**src/rtl/pipe_reg.sv**
```systemverilog
// Flow-controlled register pipeline: DEPTH stages of WIDTH bits with valid/ready and bubble collapsing.
// Define PIPE_OCCUPANCY_EN to add the occupancy port and its counter.
module pipe_reg_stage #(
  parameter int              WIDTH   = 8,
  parameter logic [WIDTH-1:0] RST_VAL = '0
) (
  input  logic             clk,
  input  logic             rst,
  input  logic             clr,
  input  logic             i_en,
  input  logic             i_vld,
  input  logic [WIDTH-1:0] i_data,
  output logic             o_vld,
  output logic [WIDTH-1:0] o_data
);
  logic             r_v;
  logic [WIDTH-1:0] r_d;

  // Data only moves with a valid word so a drained stage keeps its last value.
  always_ff @(posedge clk or posedge rst) begin
    if (rst) begin
      r_v <= 1'b0;
      r_d <= RST_VAL;
    end else if (clr) begin
      r_v <= 1'b0;
    end else if (i_en) begin
      r_v <= i_vld;
      if (i_vld) r_d <= i_data;
    end
  end

  assign o_vld  = r_v;
  assign o_data = r_d;
endmodule

module pipe_reg #(
  parameter int              WIDTH   = 8,
  parameter int              DEPTH   = 4,
  parameter logic [WIDTH-1:0] RST_VAL = '0
) (
  input  logic             clk,
  input  logic             rst,
  input  logic             clr,
  input  logic             in_valid,
  output logic             in_ready,
  input  logic [WIDTH-1:0] in_data,
  output logic             out_valid,
  input  logic             out_ready,
  output logic [WIDTH-1:0] out_data
`ifdef PIPE_OCCUPANCY_EN
  ,
  output logic [$clog2(DEPTH+1)-1:0] occupancy
`endif
);
  logic [DEPTH:0]                w_rdy;
  logic [DEPTH-1:0]              w_v;
  logic [DEPTH-1:0]              w_uv;
  logic [DEPTH-1:0][WIDTH-1:0]   w_d;
  logic [DEPTH-1:0][WIDTH-1:0]   w_ud;

  assign w_rdy[DEPTH] = out_ready;
  assign w_uv[0]      = in_valid & ~clr;
  assign w_ud[0]      = in_data;

  for (genvar i = 0; i < DEPTH; i++) begin : g_stg
    if (i > 0) begin : g_link
      assign w_uv[i] = w_v[i-1];
      assign w_ud[i] = w_d[i-1];
    end
    // An empty stage always accepts, which collapses bubbles under backpressure.
    assign w_rdy[i] = ~w_v[i] | w_rdy[i+1];

    pipe_reg_stage #(.WIDTH(WIDTH), .RST_VAL(RST_VAL)) u_stg (
      .clk    (clk),
      .rst    (rst),
      .clr    (clr),
      .i_en   (w_rdy[i]),
      .i_vld  (w_uv[i]),
      .i_data (w_ud[i]),
      .o_vld  (w_v[i]),
      .o_data (w_d[i])
    );
  end

  assign in_ready  = w_rdy[0] & ~clr;
  assign out_valid = w_v[DEPTH-1];
  assign out_data  = w_d[DEPTH-1];

`ifdef PIPE_OCCUPANCY_EN
  localparam int OW = $clog2(DEPTH+1);
  logic [OW-1:0] r_occ;
  logic          w_in_xfer;
  logic          w_out_xfer;

  assign w_in_xfer  = in_valid & in_ready;
  assign w_out_xfer = out_valid & out_ready;

  always_ff @(posedge clk or posedge rst) begin
    if (rst)                           r_occ <= '0;
    else if (clr)                      r_occ <= '0;
    else if (w_in_xfer & ~w_out_xfer)  r_occ <= r_occ + OW'(1);
    else if (w_out_xfer & ~w_in_xfer)  r_occ <= r_occ - OW'(1);
  end

  assign occupancy = r_occ;
`endif
endmodule

```
**config.mk**
```make
export PLATFORM = sky130hd
export DESIGN_NAME = pipe_reg
export DESIGN_NICKNAME = d
export VERILOG_FILES = /design/src/rtl/pipe_reg.sv
export SDC_FILE = /design/constraint.sdc
export NUM_CORES = 1
export LEC_CHECK = 0
export CAP_MARGIN = 20
export CELL_PAD_IN_SITES_DETAIL_PLACEMENT = 0
export CELL_PAD_IN_SITES_GLOBAL_PLACEMENT = 1
export CORE_ASPECT_RATIO = 0.5
export CORE_MARGIN = 8
export CORE_UTILIZATION = 45
export CTS_BUF_LIST = sky130_fd_sc_hd__clkbuf_2
export DETAILED_ROUTE_END_ITERATION = 10
export PLACE_DENSITY = 0.82
export SYNTH_ARGS = -nofsm -noshare
export SYNTH_HDL_FRONTEND = slang
export SYNTH_SLANG_ARGS = --single-unit
```
**constraint.sdc**
```tcl
create_clock -name clk -period 1.8 [get_ports clk]
set_input_delay 0.36 -clock clk [delete_from_list [all_inputs] [get_ports clk]]
set_output_delay 0.36 -clock clk [all_outputs]
set_load 0.05 [all_outputs]
```
==> reports/results.tsv, run 1 <==
metric	value	unit
postCtsHoldBufs	0	
clock_power_share	15.8	%
regToRegSetupSlack	340	ps
clk-insertion-delay-late	350	ps
synth_edf_count	0	
hold_viol_final	0	
worst-path-max-fanout	4	
final_core_util	58.1	%
async_reset_ff_share	100	%
sequentialPowerShare	53.5	%
layout_min_cycle_time	1710	ps
placementRows	14	
globalRouteOverflowTotal	0	
detail-route-antenna-nets	0	
ys_top_cells_by_area	sky130_fd_sc_hd__dfrtp_1, sky130_fd_sc_hd__mux2_2, sky130_fd_sc_hd__nand4b_4, sky130_fd_sc_hd__o211ai_4, sky130_fd_sc_hd__nand3_2	
synth_warnings	0	
power_per_cell_area	1210	nW/um2
start_util	47.1	%
synth_sequential_area_ratio	63.5	%
tritoncts.num_buffers	5	
grt_util_met1	11.6	%
grt_antenna_before_repair	0	
drv_cap	0	
totalNegativeSetupSlack	0	ps
netSwitchingPower	0.711	mW
die_span_x	95.4	um
detail_route.vias_per_cell	4.85	
timing.max_slew.rel_slack	70.3	%
synthTopCellsByCount	sky130_fd_sc_hd__dfrtp_1, sky130_fd_sc_hd__mux2_2, sky130_fd_sc_hd__nor2_1, sky130_fd_sc_hd__inv_1	
outcome	finished, final reports clean	
final_min_period_over_clock_period	95.2	%
cts.repair_timing.setup_buffer_count	0	
top_usage_layer	met2	
required_arrival_time_at_the_worst_endpoint	1440	ps
startpoint_type	input pin	
ir_drop	0.590	mV
setup_viol_count_final	0	
power.static_leakage	0.819	nW
syn-mean-instance-area	16.1	um2
crit_path_end	in_ready	
drive_gt1_share	50.0	%
clockRootBuffer	sky130_fd_sc_hd__clkbuf_2	
cts_resized	0	
remaining_drc_errors	0	
timing.rr.end	g_stg[3].u_stg.o_data[4]	
global_route_wire_length_before_repair	3940	um
fin_hold_ws	385	ps
worst_setup_hold_path_clk_slew	170	ps
grt.met2_usage	15.4	%
syn_nets	101	
internal-power	1.41	mW
postSynthCellCount	88	
tritoncts_num_sinks	36	
crit_path_end_kind	output pin	
place.gp.congestion	0.721	
setup_repair_after_global_routing_missed_its_margin	false	
floorplan.io_pins	23	
post-synth-top-count-cell	sky130_fd_sc_hd__dfrtp_1	
ff2ff_path_depth	4	
drtIter0Drc	22	
power.switching_fraction	33.6	%
grt_usage	9.67	%
cts_max_path_buffers	2	
wl_per_cell	13.7	um
area_inside_the_core_boundary	3010	um2
clock.fmax	583	MHz
biggest_area_consumer_among_synthesized_cells	sky130_fd_sc_hd__dfrtp_1	
hold_path.class	in -> async	
floorplan.die.height	55.7	um
detailedRoute.firstPassIterationCount	3	
worst-slew-pin-transition	445	ps
via_count	776	
post_synth_num_cell_types	16	
number_of_global_route_vias_before_repair	856	
antenna_cells_inserted	0	
largest_net_degree_at_the_start_of_global_routing	37	
synth_top_area_share	63.5	%
synth-seq-cells	36	
port-buffer-count	22	
postSynth.topFlopCell	sky130_fd_sc_hd__dfrtp_1	
cts_max_level	2	
arrival	1350	ps
r2r_start	g_stg[3].u_stg.o_vld	
power	2.12	mW
place_hpwl	1610	um
design.final.nets	133	
cts_tree	built	
finalWirelength	2200	um
clock_skew	14.9	ps
area.growth.synth_to_final	23.5	%
setup.worst_path.start	clr	
global_route.usage.met3	4.58	%
final-max-slew-violation-count	0	
design.die.area	5310	um2
netlist_area	1420	um2
combinationalPowerShare	30.8	%
timing_worst_setup_path_type	in -> out	
-- placed cells by master, fill, tap and decap left out, types with 2 or more instances in the layout --
cell type,Yosys,final
sky130_fd_sc_hd__a21oi_1,2,2
sky130_fd_sc_hd__buf_12,0,2
sky130_fd_sc_hd__buf_4,0,12
sky130_fd_sc_hd__clkbuf_2,0,6
sky130_fd_sc_hd__clkdlybuf4s50_1,0,12
sky130_fd_sc_hd__dfrtp_1,36,36
sky130_fd_sc_hd__inv_1,3,3
sky130_fd_sc_hd__mux2_2,31,31
sky130_fd_sc_hd__nand3_2,2,2
sky130_fd_sc_hd__nor2_1,4,3
-- cell families (layout without fill, tap and decap cells) --
family	Yosys count	after routing	synth area share [%]
DFF	36	36	63.5
muxes	32	32	25.4
AOI/OAI and AO/OA	4	4	2.73
buffers and inverters	5	37	1.41
and+or+nand+nor	11	11	6.97
-- worst max-delay path, cell delays in order --
cell and delay [ps]:
sky130_fd_sc_hd__clkdlybuf4s50_1 500, sky130_fd_sc_hd__buf_4 200, sky130_fd_sc_hd__nor2_2 140, sky130_fd_sc_hd__buf_12 150
-- routing by layer --
metal / vias to the layer above / part of all wire (%)
met5: - / 0
met4: 0 / 0.82
met3: 2 / 5.2
met2: 12 / 48
met1: 387 / 46
li1: 375 / -
-- sequential cells by signal, indices dropped and copies added, names as in the netlist --
register            count
g_stg.u_stg.o_vld       4
g_stg.u_stg.o_data     32
-- stage by stage --
stage	cells	cell area [um2]	setup WS, ps
after detailed placement	153	1720	-74.2
final	160	1750	85.6
after CTS	160	1750	78.0
after global routing	160	1750	0.596
after floorplan	88	1420	124
after global placement	153	1720	-61.2
-- worst min path at each step --
stage / from / endpoint / slack (ps)
after floorplan: g_stg[2].u_stg.o_data[7] / g_stg[3].u_stg.o_data[7] / 460
after global placement: g_stg[2].u_stg.o_data[7] / g_stg[3].u_stg.o_data[7] / 480
after detailed placement: g_stg[2].u_stg.o_data[0] / g_stg[3].u_stg.o_data[0] / 490
after CTS: rst / g_stg[1].u_stg.o_data[4] / 380
after global routing: rst / g_stg[3].u_stg.o_data[3] / 410
final: rst / g_stg[3].u_stg.o_data[3] / 390
-- power by group through the flow --
stage	Clock, mW	Sequential (mW)	Combinational (mW)
floorplan	0	1.37	0.234
global placement	0	1.15	0.648
detailed placement	0	1.16	0.663
CTS	0.354	1.14	0.665
global route	0.390	1.17	0.690
finish	0.334	1.13	0.652
-- layout make-up --
class / count / area [um2]
clock inverters: 1 / 5.00
repair buffers: 26 / 250
fillers: 270 / 1260
inverters: 4 / 15.0
well taps: 40 / 50.0
multi-input cells: 47 / 500
flip-flops and latches: 36 / 901
clock buffers: 6 / 30.0
No activity file was read; power rests on OpenSTA's default activity.
==> run 2, diff against run 1 <==
--- a/config.mk
+++ b/config.mk
@@ -13,6 +13,7 @@
 export CORE_UTILIZATION = 45
 export CTS_BUF_LIST = sky130_fd_sc_hd__clkbuf_2
 export DETAILED_ROUTE_END_ITERATION = 10
+export HOLD_SLACK_MARGIN = 0.02
 export PLACE_DENSITY = 0.82
 export SYNTH_ARGS = -nofsm -noshare
 export SYNTH_HDL_FRONTEND = slang
==> results of run 2 <==
Final layout, timing and power as in run 1 (identical DEF).
